===== src/rtl/dnn_pkg.sv =====
// Shared definitions for the time-multiplexed fully-connected layer:
// FSM encodings, width derivation and the ReLU/saturation helper.
package dnn_pkg;

    localparam logic [1:0] S_IDLE = 2'd0;
    localparam logic [1:0] S_ACC  = 2'd1;
    localparam logic [1:0] S_DONE = 2'd2;

    function automatic int unsigned clog2(input int unsigned v);
        int unsigned r;
        r = 0;
        for (int unsigned i = 0; i < 32; i++) begin
            if ((64'd1 << i) < 64'(v)) r = i + 1;
        end
        return r;
    endfunction

    // At least one guard bit, so a single-term layer still cannot overflow
    function automatic int unsigned acc_width(input int unsigned in_w,
                                              input int unsigned w_w,
                                              input int unsigned n);
        return in_w + w_w + ((clog2(n) > 0) ? clog2(n) : 1);
    endfunction

    function automatic logic signed [63:0] relu_sat(input logic signed [63:0] v,
                                                    input int unsigned      out_w,
                                                    input logic             relu);
        logic signed [63:0] hi;
        logic signed [63:0] lo;
        logic signed [63:0] r;
        hi = (64'sd1 <<< (out_w - 1)) - 64'sd1;
        lo = -hi - 64'sd1;
        r  = (relu && (v < 0)) ? '0 : v;
        if (r > hi)      r = hi;
        else if (r < lo) r = lo;
        return r;
    endfunction

endpackage


===== src/rtl/dnn_mac_lane.sv =====
// One output neuron: signed multiply-accumulate over serial input terms,
// with ReLU + saturation applied when the final term is folded in.
module dnn_mac_lane
    import dnn_pkg::*;
#(
    parameter int IN_SIZE  = 7,
    parameter int W_SIZE   = 5,
    parameter int OUT_SIZE = 17,
    parameter int ACC_W    = 14,
    parameter int RELU     = 0
) (
    input  logic                clk,
    input  logic                rst,
    input  logic                clear,
    input  logic                en,
    input  logic                load,
    input  logic [IN_SIZE-1:0]  x,
    input  logic [W_SIZE-1:0]   w,
    output logic [OUT_SIZE-1:0] y
);

    logic signed [IN_SIZE+W_SIZE-1:0] prod;
    logic signed [ACC_W-1:0]          acc;
    logic signed [ACC_W-1:0]          acc_next;

    assign prod     = $signed(x) * $signed(w);
    assign acc_next = acc + ACC_W'(prod);

    // The output is taken from acc_next so the last term lands in the same edge
    always_ff @(posedge clk) begin
        if (rst) begin
            acc <= '0;
            y   <= '0;
        end else begin
            if (clear)   acc <= '0;
            else if (en) acc <= acc_next;
            if (load)    y   <= OUT_SIZE'(relu_sat(64'(acc_next), OUT_SIZE, RELU != 0));
        end
    end

endmodule


===== src/rtl/dnn_layer_seq.sv =====
// Time-multiplexed fully-connected layer: one input term per cycle across
// all output lanes, valid/ready on both sides with output backpressure.
module dnn_layer_seq
    import dnn_pkg::*;
#(
    parameter int N_IN     = 4,
    parameter int N_OUT    = 4,
    parameter int IN_SIZE  = 7,
    parameter int W_SIZE   = 5,
    parameter int OUT_SIZE = 17,
    parameter int RELU     = 0
) (
    input  logic                           clk,
    input  logic                           rst,
    input  logic                           in_valid,
    output logic                           in_ready,
    input  logic [N_IN*IN_SIZE-1:0]        x_flat,
    input  logic [N_IN*N_OUT*W_SIZE-1:0]   w_flat,
    output logic [N_OUT*OUT_SIZE-1:0]      out_flat,
    output logic                           out_valid,
    input  logic                           out_ready
);

    localparam int ACC_W = int'(acc_width(IN_SIZE, W_SIZE, N_IN));
    localparam int KW    = (clog2(N_IN) > 0) ? int'(clog2(N_IN)) : 1;

    logic [1:0]                      state;
    logic [KW-1:0]                   k;
    logic [N_IN*IN_SIZE-1:0]         x_r;
    logic [N_IN*N_OUT*W_SIZE-1:0]    w_r;
    logic                            accept;
    logic                            last;

    assign in_ready = !rst && ((state == S_IDLE) || ((state == S_DONE) && out_ready));
    assign accept   = in_valid && in_ready;
    assign last     = (state == S_ACC) && (k == KW'(N_IN - 1));

    always_ff @(posedge clk) begin
        if (rst) begin
            state     <= S_IDLE;
            k         <= '0;
            x_r       <= '0;
            w_r       <= '0;
            out_valid <= 1'b0;
        end else begin
            case (state)
                S_IDLE: begin
                    if (accept) state <= S_ACC;
                end
                S_ACC: begin
                    k <= k + 1'b1;
                    if (last) begin
                        state     <= S_DONE;
                        out_valid <= 1'b1;
                        k         <= '0;
                    end
                end
                S_DONE: begin
                    if (out_ready) begin
                        out_valid <= 1'b0;
                        state     <= in_valid ? S_ACC : S_IDLE;
                    end
                end
                default: state <= S_IDLE;
            endcase
            if (accept) begin
                x_r <= x_flat;
                w_r <= w_flat;
                k   <= '0;
            end
        end
    end

    for (genvar j = 0; j < N_OUT; j++) begin : g_lane
        dnn_mac_lane #(
            .IN_SIZE (IN_SIZE),
            .W_SIZE  (W_SIZE),
            .OUT_SIZE(OUT_SIZE),
            .ACC_W   (ACC_W),
            .RELU    (RELU)
        ) u_lane (
            .clk  (clk),
            .rst  (rst),
            .clear(accept),
            .en   (state == S_ACC),
            .load (last),
            .x    (x_r[k*IN_SIZE +: IN_SIZE]),
            .w    (w_r[(k*N_OUT+j)*W_SIZE +: W_SIZE]),
            .y    (out_flat[j*OUT_SIZE +: OUT_SIZE])
        );
    end

endmodule


===== config.mk =====
export PLATFORM = sky130hd
export DESIGN_NAME = dnn_layer_seq
export DESIGN_NICKNAME = d
export VERILOG_FILES = /design/src/rtl/dnn_pkg.sv /design/src/rtl/dnn_mac_lane.sv /design/src/rtl/dnn_layer_seq.sv
export SDC_FILE = /design/constraint.sdc
export NUM_CORES = 1
export LEC_CHECK = 0
export ABC_AREA = 0
export BUFFER_PORTS_ARGS = -buffer_cell sky130_fd_sc_hd__buf_4
export CAP_MARGIN = 10
export CELL_PAD_IN_SITES_DETAIL_PLACEMENT = 0
export CELL_PAD_IN_SITES_GLOBAL_PLACEMENT = 1
export CORE_ASPECT_RATIO = 0.5
export CORE_UTILIZATION = 49
export CTS_CLUSTER_DIAMETER = 100
export CTS_CLUSTER_SIZE = 8
export DETAILED_ROUTE_END_ITERATION = 10
export PLACE_DENSITY = 0.88
export REMOVE_ABC_BUFFERS = 1
export SKIP_LAST_GASP = 1
export SYNTH_ARGS = -nofsm -noshare
export SYNTH_HDL_FRONTEND = slang
export SYNTH_SLANG_ARGS = --single-unit

===== constraint.sdc =====
create_clock -name clk -period 14.1 [get_ports clk]
set_clock_uncertainty 0.1 [all_clocks]
set_input_delay 2.115 -clock clk [delete_from_list [all_inputs] [get_ports clk]]
set_output_delay 2.115 -clock clk [all_outputs]
set_load 0.03 [all_outputs]

-- Yosys cells after proc, flatten, opt, wreduce, memory -nomap -nowiden
Index checks and enable logic that the tools add are counted.
- register bits: 237
- input bits: 112
- output and inout bits: 70
- logic and storage cells: 77
- add/subtract/negate cells: 8
- multipliers: 9
- magnitude comparators: 8
- equal/unequal tests: 6
- shift-type cells: 5
- mux-type cells: 17
- reduce and logical (&&, ||, !) cells: 11
- operators with widths (kind ; number):
    variable part select 80 x 9 -> 5 bit ; 3
    2-to-1 mux 17 bit ; 8
    variable part select 80 x 8 -> 5 bit ; 1
    > comparator 14 x 17 -> 1 bit (second input constant) ; 4
    less-than comparator 14 x 17 -> 1 bit (second input constant) ; 4
    adder 14 x 12 -> 14 bit ; 4
    multiplier 7 x 5 -> 12 bit ; 4
    variable part select 28 x 6 -> 7 bit ; 1
    multiplier 5 x 3 -> 8 bit (second input constant) ; 3
    adder 4 x 2 -> 5 bit (second input constant) ; 2
    multiplier 2 x 3 -> 5 bit (second input constant) ; 2
    2-to-1 mux 2 bit ; 4
    != test 2 bit (second input constant) ; 3
    one-hot mux 2 bit (3 select lines) ; 1
    AND reduction 3 bit ; 2
    adder 4 x 1 -> 5 bit (second input constant) ; 1
    == test 2 bit (second input constant) ; 2
    logical AND 1 bit ; 4
    2-to-1 mux 1 bit ; 3
    adder 2 x 1 -> 2 bit (second input constant) ; 1
    == test 2 x 1 -> 1 bit (second input constant) ; 1
    logical NOT 2 bit ; 1
    one-hot mux 1 bit (2 select lines) ; 1
    nonzero test 2 bit ; 1
    other kinds (3) ; 3

-- Logic depth before layout (Yosys ltp)
- depth after elaboration: 8
- depth in mapped cells: 21

-- Hierarchy
Synthesis repeated with hierarchy kept, for this count alone.
- cell total of the unflattened synthesis: 1489
- area, all modules: 15857.7 um^2
- by module, submodules not included (module ; instances ; cells an instance ; area an instance (um^2)):
    dnn_layer_seq ; 1 ; 304 ; 4167.7
    dnn_mac_lane at g_lane[3].u_lane ; 1 ; 305 ; 2977.9
    dnn_mac_lane at g_lane[1].u_lane ; 1 ; 294 ; 2926.6
    dnn_mac_lane at g_lane[2].u_lane ; 1 ; 294 ; 2920.3
    dnn_mac_lane at g_lane[0].u_lane ; 1 ; 292 ; 2865.2

-- Worst setup path before layout
OpenSTA, ideal clock, no wires.
- path kind: flip-flop to flip-flop
- start: reg k[0]
- end: reg g_lane[2].u_lane.y[15]
- library setup time: 86 ps
- arrival: 5378 ps
- required time: 13914 ps
- setup slack: 8536 ps
- cell stages (with the launch flop): 19
- buffers on the path: 2
- clock period less this slack: 5564 ps
- cells stage by stage: dfxtp_1 > clkbuf_1 > buf_2 > mux2_2 > o21ai_1 > or2_2 > fa_1 > fa_1 > inv_1 > fa_1 > fa_1 > ha_1 > nor2b_1 > o31a_1 > or4_1 > a31oi_1 > o21ai_1 > xnor2_2 > a211oi_1
- word-level cells in the longest chain between the ends: 8
- RTL lines (item ; line ; text):
    start, declared ; dnn_layer_seq.sv:28 ; logic [KW-1:0] k;
    start signal, assigned ; dnn_layer_seq.sv:51 ; k <= k + 1'b1;
    adder 4 x 2 -> 5 bit ; dnn_layer_seq.sv:88 ; .w (w_r[(k*N_OUT+j)*W_SIZE +: W_SIZE]),
    multiplier 5 x 3 -> 8 bit ; dnn_layer_seq.sv:88 ;
    variable part select 80 x 9 -> 5 bit ; dnn_layer_seq.sv:88 ;
    multiplier 7 x 5 -> 12 bit ; dnn_mac_lane.sv:26 ; assign prod = $signed(x) * $signed(w);
    adder 14 x 12 -> 14 bit ; dnn_mac_lane.sv:27 ; assign acc_next = acc + ACC_W'(prod);
    less-than comparator 14 x 17 -> 1 bit ; dnn_pkg.sv:35 ; else if (r < lo) r = lo;
    2-to-1 mux 17 bit ; dnn_pkg.sv:35 ;
    2-to-1 mux 17 bit ; dnn_pkg.sv:34 ; if (r > hi) r = hi;
    end signal, assigned ; dnn_mac_lane.sv:37 ; if (load) y <= OUT_SIZE'(relu_sat(64'(acc_next), OUT_SIZE, RELU != 0));
    end, declared ; dnn_mac_lane.sv:19 ; output logic [OUT_SIZE-1:0] y
Several ways; a longest one is shown, not always the timed one.
A chain may end at the register's enable or synchronous reset.

-- Worst setup path in the final report
Ends and elaborated chain as after synthesis.

==> impl_metrics.env <==
export IMPL_min_period_ns=6.44
export IMPL_syn_area_per_cell_um2=8.87
export IMPL_cpMostUsedCell="fa_1"
export IMPL_cp_arrival_ns=6.77
export IMPL_sequentialPowerShare_pct=36.1
export IMPL_tightest_slew_ns=0.982
export IMPL_clock_sinks=229
export IMPL_row_count=46
export IMPL_drt_iter0_markers=644
export IMPL_required_ns=14.43
export IMPL_p_leak_nw=8.38
export IMPL_gp_congestion=0.858
export IMPL_fmax_mhz=155
export IMPL_setup_viol=0
export IMPL_path_class="reg2reg"
export IMPL_layout_commonest_cell="nand2_1"
export IMPL_path_clk_slew_ns=0.05
export IMPL_chipHeight_um=130
export IMPL_n_antenna_cell=0
export IMPL_final_cell_mix="nand2_1 (336), dfxtp_1 (227), buf_4 (191), inv_1 (162), fa_1 (156)"
export IMPL_synthDistinctLibCells=44
export IMPL_areaGrowthSynthToFinish_pct=15.3
export IMPL_place_hpwl_um=27000
export IMPL_final_max_slew_violation_count=0
export IMPL_ant_nets=0
export IMPL_dieArea_um2=33300
export IMPL_first_global_vias=12300
export IMPL_portBuffers=181
export IMPL_fin_crit_sh_pct=45.7
export IMPL_vdd_drop_max_uv=70.2
export IMPL_cts_tree="built"
export IMPL_p_int_mw=1.34
export IMPL_crit_slowest_cell="o21ai_1"
export IMPL_synth_cells=1798
export IMPL_p_comb_share_pct=27.4
export IMPL_cts_setup_buffers=0
export IMPL_p_per_area_nw_per_um2=107
export IMPL_firstDrtPassIters=5
export IMPL_initial_utilization_pct=50.1
export IMPL_yosysWarningCount=0
export IMPL_grt_overflow_total=0
export IMPL_grt_pass1_wl_um=61200
export IMPL_drv_cap=0
export IMPL_p_total_mw=1.97
export IMPL_root_buffer="clkbuf_16"
export IMPL_drt_wirelength_per_cell_um=15.8
export IMPL_hold_violations=0
export IMPL_nNetsFinal=2302
export IMPL_r2r_cells=17
export IMPL_end_kind="register"
export IMPL_route_detailed_drc=0
export IMPL_track_usage_pct=22.9
export IMPL_status="complete, no violations"
export IMPL_coreArea_um2=31800
export IMPL_clockBufferDepth=3
export IMPL_holdPathStages=2
export IMPL_mappedNetlistArea_um2=15900
export IMPL_clock_latency_ns=0.52
export IMPL_rsz0062_at_grt="no"
export IMPL_p_switching_mw=0.630
export IMPL_vias=12100
export IMPL_grt_max_degree=119
export IMPL_p_clk_share_pct=36.5
export IMPL_cts_buffers=34
export IMPL_postCtsHoldBufs=0
export IMPL_crit_fanout=25
export IMPL_drive_gt1_share_pct=14.0
export IMPL_worstPathCellList="buf_4, mux2_2, o21ai_1, or2_2, fa_1, fa_1, inv_1, fa_1, fa_1, ha_1, nor2b_1, o31a_1, or4_1, a31oi_1, o21ai_1, xnor2_2, a211oi_1"
export IMPL_fp_dieW_um=257
export IMPL_ys_ff_latch=229
export IMPL_routed_wl_um=37200
export IMPL_max_stage_delay_ns=0.66
export IMPL_n_fill_cell=2899
export IMPL_cp_start_kind="register"
export IMPL_pin_count=182
export IMPL_slew_headroom_pct=34.5
export IMPL_finalSetupTns_ns=0
export IMPL_via_per_inst=5.16
export IMPL_power_share_switching_pct=31.9
export IMPL_hp_class="reg2reg"
export IMPL_antenna_found_initial=0
export IMPL_htreeDepth=2
export IMPL_cts_repair_resized=0
export IMPL_ys_seq_area_share_pct=28.7
## layer usage
| metal | up-vias | global-route usage [%] | routed length, um |
|---|---|---|---|
| met5 | - | 0 | 0 |
| met4 | 0 | 5.64 | 667 |
| met3 | 64 | 3.97 | 1650 |
| met2 | 206 | 38.1 | 17200 |
| met1 | 5863 | 31.1 | 17700 |
| li1 | 5985 | - | - |
## layout make-up
| type | count | area, um2 | share of cell area (%) |
|---|---|---|---|
| inverter | 162 | 608 | 3.31 |
| clock buffer | 34 | 851 | 4.63 |
| clock inverter | 3 | 41.3 | 0.225 |
| timing repair buffer | 191 | 1430 | 7.80 |
| sequential | 229 | 4590 | 24.9 |
| multi-input combinational | 1299 | 10300 | 56.2 |
| tap | 432 | 541 | 2.94 |
## power groups by stage
stage                     sequential, mW  clock [mW]  combinational (mW)
final                              0.712       0.720               0.541
after global routing               0.716       0.765               0.616
after CTS                          0.712       0.737               0.547
after detailed placement           0.725           0               0.542
after global placement             0.724           0               0.532
after floorplan                    0.719           0               0.395
## sequential cells by signal (all words and copies together), names as in the netlist
register,cells
w_r,80
g_lane.u_lane.y,60
g_lane.u_lane.acc,56
x_r,28
k,2
state,2
out_valid,1
## synth_stat cells, drive strengths merged
cell type,count,area (um2)
a221oi,1,8.76
and2,73,457
a311o,2,20.0
nand2,337,1260
mux2i,3,30.0
o221ai,1,8.76
nor3,8,40.0
o31ai,2,15.0
mux2,4,45.0
or2,4,25.0
o21a,9,67.6
nor2,74,278
nand3,3,15.0
clkbuf,92,345
a31oi,3,18.8
o211ai,3,22.5
nor2b,10,62.6
a31o,1,8.76
nand2b,112,701
o21bai,7,52.6
nor4,2,12.5
a21oi,118,591
o22a,1,8.76
nor3b,1,7.51
buf,16,96.3
inv,162,608
mux4,24,541
o21ai,131,656
and3,1,6.26
dfxtp,229,4580
or3,1,6.26
fa,156,3120
or4,2,15.0
ha,117,1460
o41ai,1,8.76
o31a,4,35.0
a211oi,24,180
xor2,14,123
xnor2,40,358
a21o,5,37.5
## kinds of logic after synthesis
logic type | synth area share [%]
buf+inv | 6.58
fa+ha+maj | 28.8
mux | 3.86
compound gates | 10.9
xor+xnor | 3.01
flops | 28.7
simple gates | 18.1
## worst max-delay path: cells and delay by family, from the launching register on
kind,cells,cell delay (ns)
AO/OA/AOI/OAI,5,1.57
XOR/XNOR,1,0.17
adder cells (fa/ha/maj),5,2.21
buffers and inverters,2,0.51
flip-flops,1,0.57
multiplexers,1,0.38
AND/OR/NAND/NOR,3,0.82
## worst paths after layout
| kind | startpoint | endpoint | slack (ns) |
|---|---|---|---|
| setup reg to reg | k[0] | g_lane[2].u_lane.y[15] | 7.66 |
| hold / removal | g_lane[2].u_lane.y[0] | g_lane[2].u_lane.y[0] | 0.35 |
| setup / recovery | k[0] | g_lane[2].u_lane.y[15] | 7.66 |
| hold reg to reg | g_lane[2].u_lane.y[0] | g_lane[2].u_lane.y[0] | 0.35 |
## per-stage QoR
step                hold WS (ns)  std cells  util (%)  cell area (um2)  setup slack [ns]
global route               0.365       2350      57.8            18400              7.40
floorplan                  0.332       1690         -            15500              6.52
CTS                        0.354       2350      57.8            18400              7.62
global placement           0.338       2313      55.0            17500              7.74
finish                     0.352       2350      57.8            18400              7.66
detailed placement         0.347       2313      55.0            17500              7.63
(Power assumes the default switching activity.)
